==> config.mk <==
export PLATFORM = sky130hd
export DESIGN_NAME = nrf24_spi_xfer
export DESIGN_NICKNAME = d
export VERILOG_FILES = /design/src/rtl/nrf24_pkg.sv /design/src/rtl/nrf24_spi_xfer_clk_gen.sv /design/src/rtl/nrf24_spi_xfer.sv
export SDC_FILE = /design/constraint.sdc
export NUM_CORES = 1
export LEC_CHECK = 0
export CAP_MARGIN = 25
export CORE_MARGIN = 2
export CORE_UTILIZATION = 30
export CTS_CLUSTER_DIAMETER = 80
export DETAILED_ROUTE_END_ITERATION = 10
export GPL_ROUTABILITY_DRIVEN = 0
export HOLD_SLACK_MARGIN = 0.12
export PLACE_DENSITY_LB_ADDON = 0.12
export SYNTH_ARGS = -nofsm -noshare
export SYNTH_HDL_FRONTEND = slang
export SYNTH_SLANG_ARGS = --single-unit
==> constraint.sdc <==
create_clock -name clk_in -period 2.41 [get_ports clk_in]
set_input_delay 0.241 -clock clk_in [delete_from_list [all_inputs] [get_ports clk_in]]
set_output_delay 0.241 -clock clk_in [all_outputs]
set_load 0.1 [all_outputs]
==> src/rtl/nrf24_pkg.sv <==
// Shared types and constants for the nRF24L01 SPI link.
package nrf24_pkg;

  typedef enum logic [2:0] {
    IDLE,
    LOAD,
    SHIFT,
    HOLD,
    GAP
  } xfer_state_t;

  localparam logic [7:0] R_REGISTER   = 8'h00;
  localparam logic [7:0] W_REGISTER   = 8'h20;
  localparam logic [7:0] R_RX_PAYLOAD = 8'h61;
  localparam logic [7:0] W_TX_PAYLOAD = 8'hA0;
  localparam logic [7:0] FLUSH_TX     = 8'hE1;
  localparam logic [7:0] FLUSH_RX     = 8'hE2;
  localparam logic [7:0] NOP          = 8'hFF;

  localparam int unsigned MAX_PAYLOAD = 32;

  // Requested byte counts above the transaction limit are truncated to it.
  function automatic int unsigned clamp_len(input int unsigned req, input int unsigned max_len);
    return (req > max_len) ? max_len : req;
  endfunction

endpackage

==> src/rtl/nrf24_spi_xfer_clk_gen.sv <==
// SCK half-period divider: alternating rise/fall strobes, one cycle before
// the registered SCK edge they cause.
module spi_clk_gen #(
  parameter int unsigned CLK_DIV = 5
) (
  input  logic clk,
  input  logic rst_n,
  input  logic en,
  input  logic clr,
  output logic rise_tick,
  output logic fall_tick
);

  localparam int unsigned CW = (CLK_DIV > 1) ? $clog2(CLK_DIV) : 1;
  localparam logic [CW-1:0] CNT_LAST = CW'(CLK_DIV - 1);
  localparam logic [CW-1:0] TICK_AT  = CW'(CLK_DIV - 2);

  logic [CW-1:0] cnt_q;
  logic          phase_q;
  logic          tick;

  assign tick      = en && (cnt_q == TICK_AT);
  assign rise_tick = tick && !phase_q;
  assign fall_tick = tick && phase_q;

  // Free-running half-period counter while enabled; phase selects rise/fall.
  always_ff @(posedge clk or negedge rst_n) begin
    if (!rst_n) begin
      cnt_q   <= '0;
      phase_q <= 1'b0;
    end else if (clr) begin
      cnt_q   <= '0;
      phase_q <= 1'b0;
    end else if (en) begin
      cnt_q <= (cnt_q == CNT_LAST) ? '0 : cnt_q + CW'(1);
      if (tick) phase_q <= ~phase_q;
    end
  end

endmodule

==> src/rtl/nrf24_spi_xfer.sv <==
// Multi-byte SPI mode-0 master for the nRF24L01: command plus payload under
// one CSN assertion, valid/ready byte feed, strobed receive.
module nrf24_spi_xfer
  import nrf24_pkg::*;
#(
  parameter int unsigned CLK_DIV = 5,
  parameter int unsigned MAX_LEN = 33,
  parameter int unsigned LEN_W   = $clog2(MAX_LEN + 1)
) (
  input  logic             clk_in,
  input  logic             key0_rst,
  input  logic             start,
  input  logic [LEN_W-1:0] len,
  input  logic [7:0]       tx_data,
  input  logic             tx_valid,
  output logic             tx_ready,
  output logic [7:0]       rx_data,
  output logic             rx_valid,
  output logic             busy,
  output logic             done,
  output logic             spi_sck,
  output logic             spi_mosi,
  output logic             spi_csn,
  input  logic             spi_miso
);

  localparam int unsigned      WAIT_W    = $clog2(CLK_DIV + 1);
  localparam logic [WAIT_W-1:0] WAIT_LAST = WAIT_W'(CLK_DIV - 1);

  xfer_state_t       state, next_state;
  logic [LEN_W-1:0]  len_q, cnt_q, cnt_inc;
  logic [2:0]        bit_q;
  logic [7:0]        tx_sh, rx_sh;
  logic [WAIT_W-1:0] wait_q;
  logic              rise_tick, fall_tick;
  logic              start_ok, byte_end, wait_end;

  assign start_ok = start && (len != '0);
  assign cnt_inc  = cnt_q + LEN_W'(1);
  assign byte_end = (state == SHIFT) && fall_tick && (bit_q == 3'd7);
  assign wait_end = (wait_q == WAIT_LAST);

  spi_clk_gen #(.CLK_DIV(CLK_DIV)) u_clk_gen (
    .clk       (clk_in),
    .rst_n     (key0_rst),
    .en        (state == SHIFT),
    .clr       (state == LOAD),
    .rise_tick (rise_tick),
    .fall_tick (fall_tick)
  );

  // State register.
  always_ff @(posedge clk_in or negedge key0_rst) begin
    if (!key0_rst) state <= IDLE;
    else           state <= next_state;
  end

  // Next-state decode; tx_ready is the LOAD-state handshake so the byte
  // following an 8th falling edge can be taken in the same cycle.
  always_comb begin
    next_state = state;
    tx_ready   = 1'b0;
    unique case (state)
      IDLE:  if (start_ok) next_state = LOAD;
      LOAD: begin
        tx_ready = tx_valid;
        if (tx_valid) next_state = SHIFT;
      end
      SHIFT: if (byte_end) next_state = (cnt_inc < len_q) ? LOAD : HOLD;
      HOLD:  if (wait_end) next_state = GAP;
      GAP:   if (wait_end) next_state = IDLE;
      default: next_state = IDLE;
    endcase
  end

  // Datapath and registered pin/status outputs.
  always_ff @(posedge clk_in or negedge key0_rst) begin
    if (!key0_rst) begin
      spi_csn  <= 1'b1;
      spi_sck  <= 1'b0;
      spi_mosi <= 1'b0;
      rx_valid <= 1'b0;
      rx_data  <= '0;
      busy     <= 1'b0;
      done     <= 1'b0;
      len_q    <= '0;
      cnt_q    <= '0;
      bit_q    <= '0;
      tx_sh    <= '0;
      rx_sh    <= '0;
      wait_q   <= '0;
    end else begin
      rx_valid <= 1'b0;
      done     <= 1'b0;
      unique case (state)
        IDLE: begin
          if (start_ok) begin
            len_q   <= LEN_W'(clamp_len(32'(len), MAX_LEN));
            cnt_q   <= '0;
            spi_csn <= 1'b0;
            busy    <= 1'b1;
          end
        end
        LOAD: begin
          bit_q <= '0;
          if (tx_valid) begin
            tx_sh    <= tx_data;
            spi_mosi <= tx_data[7];
          end
        end
        SHIFT: begin
          if (rise_tick) begin
            spi_sck <= 1'b1;
            rx_sh   <= {rx_sh[6:0], spi_miso};
          end
          if (fall_tick) begin
            spi_sck <= 1'b0;
            if (bit_q == 3'd7) begin
              rx_valid <= 1'b1;
              rx_data  <= rx_sh;
              cnt_q    <= cnt_inc;
            end else begin
              bit_q    <= bit_q + 3'd1;
              tx_sh    <= tx_sh << 1;
              spi_mosi <= tx_sh[6];
            end
          end
        end
        HOLD: begin
          if (wait_end) begin
            wait_q  <= '0;
            spi_csn <= 1'b1;
            done    <= 1'b1;
          end else begin
            wait_q <= wait_q + WAIT_W'(1);
          end
        end
        GAP: begin
          if (wait_end) begin
            wait_q <= '0;
            busy   <= 1'b0;
          end else begin
            wait_q <= wait_q + WAIT_W'(1);
          end
        end
        default: ;
      endcase
    end
  end

endmodule

After elaboration in Yosys (flattened, before gate mapping)

Cells that the tools add are included.

Output and inout bits: 15
Bits of input ports: 19
Register bits after elaboration: 54
Logic and storage cells: 110

Muxes and demuxes: 44
Reductions and logical operators: 27
$lt $le $gt $ge: 2
Bitwise logic cells: 1
Equal/unequal tests: 16
Add/subtract/negate cells: 4

Operators by type and width:

| kind                                                  | number |
|---|---|
| 2-to-1 mux 3 bit                                      | 11 |
| 2-to-1 mux 6 bit                                      | 4 |
| 2-to-1 mux 7 bit                                      | 3 |
| 2-to-1 mux 1 bit                                      | 18 |
| != test 2 bit (second input constant)                 | 8 |
| case mux 3 bit (5 select lines)                       | 1 |
| case mux 7 bit (2 select lines)                       | 1 |
| equality test 3 bit (second input constant)           | 4 |
| case mux 6 bit (2 select lines)                       | 1 |
| AND reduction 3 bit                                   | 4 |
| nonzero test 2 bit                                    | 6 |
| adder 3 x 1 -> 3 bit (second input constant)          | 3 |
| equality test 3 x 2 -> 1 bit (second input constant)  | 3 |
| AND reduction 2 bit                                   | 4 |
| AND reduction 4 bit                                   | 2 |
| adder 6 x 1 -> 6 bit (second input constant)          | 1 |
| greater-than comparator 6 bit (second input constant) | 1 |
| logical AND 1 bit                                     | 6 |
| < comparator 6 bit                                    | 1 |
| case mux 1 bit (2 select lines)                       | 3 |
| case mux 3 bit (2 select lines)                       | 1 |
| nonzero test 6 bit                                    | 1 |
| AND reduction 5 bit                                   | 1 |
| equality test 3 x 1 -> 1 bit (second input constant)  | 1 |
| 5 further kinds                                       | 5 |

Logic depth before layout (Yosys ltp)

Gate-level depths: netlist of run 1.

Word-level depth: 7
Gate-level depth with buffers: 8
Gate-level depth less buffers: 7

By module

From an unflattened synthesis of run 1, not the netlist that was laid out.

Cell total of the unflattened synthesis: 255
Area, all modules: 2,666.3 um2

By module, submodules not included:

| module         | cells an instance | area each (um2) | sequential area each (um2) | times used |
|---|---|---|---|---|
| nrf24_spi_xfer | 230               | 2,432.3         | 1,252.5                    | 1 |
| spi_clk_gen    | 25                | 234.0           | 100.1                      | 1 |

Worst setup path after synthesis of run 1

Ideal clock, no wire load.

Path kind: register to output
Start point: register state[1]
End point: output port tx_ready
Data arrival time: 2,077 ps
Stages on the path, launching flop included: 4
Slack: 92 ps
Data required time: 2,169 ps
Buffers on the path: 1
Cell sequence: dfrtp_1 > buf_4 > nor2b_1 > nor2b_1

Cells in the longest elaborated chain, start to end: 2

RTL lines:

| element                      | RTL line             | RTL |
|---|---|---|
| start, declared              | nrf24_spi_xfer.sv:30 | `xfer_state_t state, next_state;` |
| start signal, assigned       | nrf24_spi_xfer.sv:55 | `else state <= next_state;` |
| equality test 3 x 1 -> 1 bit | nrf24_spi_xfer.sv:63 | `unique case (state)` |
| 2-to-1 mux 1 bit             | nrf24_spi_xfer.sv:63 |  |
| end, declared                | nrf24_spi_xfer.sv:16 | `output logic tx_ready,` |

No other way between the ends.

Worst setup path in the final report of run 1

Start point: register cnt_q[0]
End point: register state[1]

Cells in the longest elaborated chain, start to end: 5

RTL lines:

| element                         | RTL line              | RTL |
|---|---|---|
| start, declared                 | nrf24_spi_xfer.sv:31  | `logic [LEN_W-1:0] len_q, cnt_q, cnt_inc;` |
| start signal, assigned          | nrf24_spi_xfer.sv:121 | `cnt_q <= cnt_inc;` |
| adder 6 x 1 -> 6 bit            | nrf24_spi_xfer.sv:39  | `assign cnt_inc = cnt_q + LEN_W'(1);` |
| < comparator 6 bit              | nrf24_spi_xfer.sv:69  | `SHIFT: if (byte_end) next_state = (cnt_inc < len_q) ? LOAD : HOLD;` |
| 2-to-1 mux 2 bit                | nrf24_spi_xfer.sv:69  |  |
| 2-to-1 mux 3 bit                | nrf24_spi_xfer.sv:69  |  |
| case mux 3 bit (5 select lines) | nrf24_spi_xfer.sv:63  |  |

No other way between the ends. The select of a mux whose other input is x is not followed.
A chain may end at the register's enable or synchronous reset.

==> results of run 1 <==
layout make-up:
cell class	count	area (um^2)
Fill cell	894	5440
Tap cell	108	135
Sequential cell	54	1350
Timing Repair Buffer	44	398
Clock inverter	3	28.8
Multi-Input combinational cell	184	1240
Inverter	14	52.6
Clock buffer	5	68.8
per-layer routing:
metal	up-vias	part of all wire, %	global-route usage [%]
met5	-	0	0
met4	0	1.4	3.79
met3	5	3.3	2.41
met2	23	47	19.6
met1	945	49	15.7
li1	998	-	-
kinds of logic (layout without fill, tap and decap cells):
| logic type | after synthesis | after routing | synth area share, % |
|---|---|---|---|
| fa+ha+maj | 13 | 13 | 6.00 |
| simple gates | 90 | 90 | 17.0 |
| compound gates | 58 | 58 | 14.1 |
| flops | 54 | 54 | 49.9 |
| mux | 19 | 19 | 7.48 |
| xor+xnor | 4 | 4 | 1.29 |
| buf+inv | 24 | 66 | 4.20 |
Yosys cell counts, drive strengths merged (2+ instances only):
cell type	n
mux2	10
mux2i	9
nand2b	2
a22o	3
a31oi	8
inv	13
buf	10
nor2	6
nand3	10
ha	13
a31o	2
o22ai	3
o21a	2
nand2	52
nand3b	4
o21ai	14
a32o	2
dfrtp	53
nor4b	2
nor2b	4
a21oi	14
a21o	4
xnor2	3
path summary, 6_finish.rpt:
path | start | endpoint | slack [ns]
max reg2reg | cnt_q[0] | state[1] | 0.42
min | key0_rst | rx_data[4] | 0.42
min in group clk_in | rx_sh[7] | rx_data[7] | 0.48
min reg2reg | rx_sh[7] | rx_data[7] | 0.48
max | cnt_q[0] | state[1] | 0.42
max in group asynchronous | key0_rst | spi_csn | 1.67
registers in the layout, summed over array words and instances, names as in the netlist, 3 cells and up:
name and count:
rx_sh 8, cnt_q 6, wait_q 3, state 3
bit_q 3, rx_data 8, tx_sh 7, len_q 6
u_clk_gen.cnt_q 3
power groups by stage:
| stage | sequential, W | combinational, W | clock (W) |
|---|---|---|---|
| 2_1_floorplan | 0.00152 | 0.00109 | 0 |
| 3_3_place_gp | 0.00139 | 0.00162 | 0 |
| 3_5_place_dp | 0.00138 | 0.00164 | 0 |
| 4_1_cts | 0.00137 | 0.00164 | 0.000589 |
| 5_1_grt | 0.00141 | 0.00183 | 0.000616 |
| 6_report | 0.00137 | 0.00162 | 0.000559 |
timing repair:
action	CTS	global route
endpoints found under the hold margin	53	0
hold buffers	1	0
gates resized for setup	0	0
per-stage QoR:
step                      instance area [um^2]  setup WS [ns]  util [%]  std cells  total power (W)
after global routing                      3280          0.232      37.6        412          0.00386
after CTS                                 3280          0.402      37.6        412          0.00360
after detailed placement                  3170          0.325      36.4        403          0.00303
after floorplan                           2710         0.0917         -        262          0.00261
final                                     3280          0.418      37.6        412          0.00355
after global placement                    3170          0.343      36.4        403          0.00300
worst register-to-register path: cells and delay by family, from the launching register on:
kind,cells,cell delay [ns]
AOI/OAI and AO/OA,4,0.75
xor gates and xnor gates,1,0.19
adders and majority gates,2,0.52
DFF,1,0.45
==> impl_metrics.csv, run 1 <==
group,metric,value,unit
status,status,"complete, no violations",
critical_path,worst_r2r_path_depth,7,
synth,synth-edff-count,0,
synth,post-synth-top-area-cell,"dfrtp_1",
synth,yosys.area.top_type_share,49.0,%
global_routing,grt_pass1_vias,1985,
sta,hold_ws,0.425,ns
power,power_density,1080,mW/mm^2
power,switchingPower,0.00147,W
route,firstDrtPassIters,4,
floorplanning,row_count,34,
sta,worst_pin_slew,0.391,ns
global_routing,antenna_found_initial,0,
synth,yosysWarnings,0,
route,num_vias,1971,
final_layout,syn_to_final_growth,21.0,%
clock_tree,clockBufferDepth,2,
place,place_hpwl,3.72,mm
global_routing,grt_pass1_wl,9.45,mm
final_layout,nets,335,
critical_path,crit_path_end_kind,"flop",
global_routing,grt_use_total,11.9,%
critical_path,worstPathRequired,2.63,ns
clock_tree,postCtsSetupRepairBufs,0,
power,clkPwrFrac,15.8,%
floorplanning,start_util,31.1,%
final_layout,final_common_cell,"dfrtp_1",
synth,synth.area.top_cells,"dfrtp_1 49%, nand2_1 7.2%, ha_1 6.0%",
floorplanning,io_pins,34,
clock_tree,htreeDepth,2,
sta,finalSetupTns,0,ns
final_layout,layout-drive-gt1-share,17.4,%
clock_tree,clock-root-buffer,"clkbuf_8",
route,ant_nets,0,
final_layout,antenna_cells,0,
sta,finClkSkew,0.00569,ns
power,p_leak,1.55,nW
route,drc,0,
critical_path,crit_chain,"ha_1, xor2_1, ha_1, a21o_1, a31oi_1, o21ai_0, a31o_2",
synth,synthesis.nets,294,
critical_path,slowest_stage,"dfrtp_1",
critical_path,crit_buf_inv,0,
floorplanning,die_x,99.0,um
power,switching_share,41.6,%
clock_tree,cts_buffers,5,
clock_tree,path_clk_slew,0.11,ns
floorplanning,die_height,99.0,um
power,p_comb_share,45.6,%
synth,avgSynthCellArea,10.3,um^2
critical_path,path_depth,7,
sta,slew_viol_final,0,
final_layout,layout_common_cells,"53 x dfrtp_1, 52 x nand2_1, 23 x buf_4",
floorplanning,core-area,0.00872,mm^2
sta,hold_viol_final,0,
sta,fin_crit_sh,82.7,%
synth,ys.flop_type,"dfrtp_1",
route,wl_per_cell,13.0,um
route,viasPerCell,4.78,
place,io_buffers,33,
sta,setup_viol,0,
clock_tree,numClockSinks,54,
critical_path,critPathKind,"reg -> reg",
floorplanning,dieArea,0.00981,mm^2
sta,period_needed,1.99,ns
synth,synth_cell_type_count,47,
sta,fmax,502,MHz
critical_path,crit_family,"compound AO/OA/AOI/OAI gates",
critical_path,cpMostUsedCell,"ha_1",
worst_hold_path,hp-class,"in -> async",
global_routing,grt_max_degree,55,
route,wl,5.35,mm
synth,syn-cell-area,0.00271,mm^2
synth,ys_seq_elements,54,
critical_path,worst_setup_path_start_kind,"flop",
synth,synth_cells,262,
power,internal_power,0.00207,W
clock_tree,tritoncts,"built",
power,peakVddDrop,0.463,mV
critical_path,arrival,2.21,ns
job,drv_cap,0,
clock_tree,clk_latency,0.32,ns
critical_path,cpPeakStageDelay,0.45,ns
sta,rsz0062_at_grt,"no",
power,p_seq_share,38.6,%
global_routing,grt_overflow,0,
synth,ys_seq_area_share,49.9,%
critical_path,critPathMaxFanout,6,
synth,async_flop_share,100,%
route,drt-initial-drc-count,84,
sta,max-slew-margin-rel,73.9,%
(Power assumes the default switching activity.)
==> run 2, diff against run 1 <==
Clock period 2.41 ns to 1.7 ns, I/O delays scaled along.
==> impl_metrics.csv, run 2 (synthesized netlist as in run 1, its figures left out) <==
group,metric,value,unit
critical_path,worst_r2r_path_depth,7,
sta,fmax,580,MHz
clock_tree,htreeDepth,2,
critical_path,critPathKind,"reg -> reg",
critical_path,worst_setup_path_start_kind,"flop",
final_layout,layout-drive-gt1-share,27.2,%
final_layout,syn_to_final_growth,34.2,%
final_layout,largestRegisters,"rx_data x8, rx_sh x8, tx_sh x7",
global_routing,grt_pass1_wl,9.49,mm
place,dp_cells,422,
final_layout,nets,355,
critical_path,crit_chain,"ha_4, xor2_4, ha_4, a21o_1, a31oi_1, o21ai_1, a31o_2",
power,power_density,1510,mW/mm^2
critical_path,r2r_end,"state[1]",
power,switching_share,40.3,%
clock_tree,path_clk_slew,0.11,ns
global_routing,grt_use_total,11.9,%
critical_path,slowest_stage,"dfrtp_1",
power,switchingPower,0.00221,W
floorplanning,dieArea,0.00981,mm^2
clock_tree,clk_latency,0.31,ns
critical_path,rrSetupSlack,-0.02,ns
worst_hold_path,hp-class,"in -> async",
power,p_total,0.00549,W
final_layout,fin_cells,432,
route,num_vias,2033,
global_routing,antenna_found_initial,0,
sta,max-slew-margin-rel,78.9,%
clock_tree,clock-root-buffer,"clkbuf_8",
sta,setup_viol,1,
critical_path,cpMostUsedCell,"ha_4",
route,drt-initial-drc-count,98,
sta,finClkSkew,0.00805,ns
final_layout,layout_common_cells,"52 x nand2_1, 51 x dfrtp_1, 34 x buf_4",
floorplanning,die_x,99.0,um
route,viasPerCell,4.71,
floorplanning,die_height,99.0,um
final_layout,final_common_cell,"nand2_1",
power,clkPwrFrac,14.1,%
sta,period_needed,1.72,ns
route,wl_per_cell,12.8,um
global_routing,grt_max_degree,55,
critical_path,worstPathRequired,1.91,ns
critical_path,crit_path_end_kind,"flop",
status,violations,"negative setup slack",
critical_path,r2r-start,"cnt_q[1]",
clock_tree,cts_buffers,5,
floorplanning,start_util,31.1,%
status,status,"finished with violations",
route,firstDrtPassIters,4,
sta,rsz0062_at_grt,"yes",
place,io_buffers,33,
sta,fin_crit_sh,101,%
floorplanning,io_pins,34,
sta,fin_ws,-0.0238,ns
floorplanning,core-area,0.00872,mm^2
sta,hold_ws,0.361,ns
final_layout,antenna_cells,0,
power,p_seq_share,36.4,%
sta,worst_pin_slew,0.316,ns
job,drv_cap,0,
place,place_hpwl,3.95,mm
power,peakVddDrop,0.658,mV
sta,slew_viol_final,0,
route,wl,5.52,mm
power,internal_power,0.00328,W
clock_tree,tritoncts,"built",
global_routing,grt_pass1_vias,2048,
route,ant_nets,0,
clock_tree,clockBufferDepth,2,
critical_path,critPathMaxFanout,2,
floorplanning,row_count,34,
route,drc,0,
sta,hold_viol_final,0,
critical_path,arrival,1.93,ns
clock_tree,numClockSinks,54,
critical_path,cpPeakStageDelay,0.43,ns
power,p_comb_share,49.5,%
global_routing,grt_overflow,0,
place,dp_slack,-0.182,ns
power,p_leak,1.70,nW
-- run 2: cell types whose count changed in the layout (fill, tap and decap cells not counted), moves of 2 or more --
cell,previous run,this run
dfrtp_1,53,51
buf_12,2,8
ha_1,13,8
ha_4,0,4
buf_6,0,3
dfrtp_2,0,2
buf_4,23,34
-- run 2: per-layer routing --
layer  wire [um]  track usage [%]  part of all wire (%)  vias to the layer above
met2        2620             19.5                    47                       25
met4          43             3.79                  0.78                        0
met1        2700             15.7                    49                      970
met3         153             2.55                   2.8                        2
met5           0                0                     0                        -
li1            -                -                     -                     1036
-- run 2: cell type report --
type | instances | area (um^2)
Fill cell | 888 | 5090
Sequential cell | 54 | 1360
Multi-Input combinational cell | 184 | 1360
Clock buffer | 5 | 68.8
Timing Repair Buffer | 64 | 634
Tap cell | 108 | 135
Clock inverter | 3 | 26.3
Inverter | 14 | 53.8
-- run 2: worst max-delay path, delay by kind of cell (launching register included) --
kind	cells	cell delay [ns]
flops	1	0.43
compound gates	4	0.61
xor+xnor	1	0.16
fa+ha+maj	2	0.41
-- run 2: power groups by stage --
stage	Sequential [W]	Clock, W	Combinational, W
2_1_floorplan	0.00215	0	0.00159
3_3_place_gp	0.00199	0	0.00256
3_5_place_dp	0.00199	0	0.00261
4_1_cts	0.00197	0.000821	0.00263
5_1_grt	0.00205	0.000854	0.00303
6_report	0.00200	0.000774	0.00272
-- run 2: worst max-delay path by stage --
stage                     to  cells after the start      from  slack (ns)
global placement    state[0]                      5    len[4]       -0.16
CTS                 state[1]                      7  cnt_q[1]       -0.13
floorplan           tx_ready                      3  state[1]       -0.02
finish              state[1]                      7  cnt_q[1]       -0.02
global route        state[1]                      7  cnt_q[1]       -0.14
detailed placement  state[0]                      5    len[4]       -0.18
-- run 2: per-stage QoR --
step | area (um^2) | utilization (%) | TNS (ns)
final | 3630 | 41.7 | -0.0238
after global routing | 3630 | 41.7 | -0.145
after CTS | 3550 | 40.7 | -0.127
after detailed placement | 3410 | 39.1 | -2.79
after global placement | 3410 | 39.1 | -2.32
after floorplan | 2730 | - | -0.0325
-- run 2: repair_timing --
item / in CTS / in global routing
resized for setup: 8 / 12
hold endpoints to repair: 54 / 0
buffers inserted: 0 / 1
setup endpoints to repair: 13 / 8
hold buffers: 1 / 0
pin swaps: 3 / 2
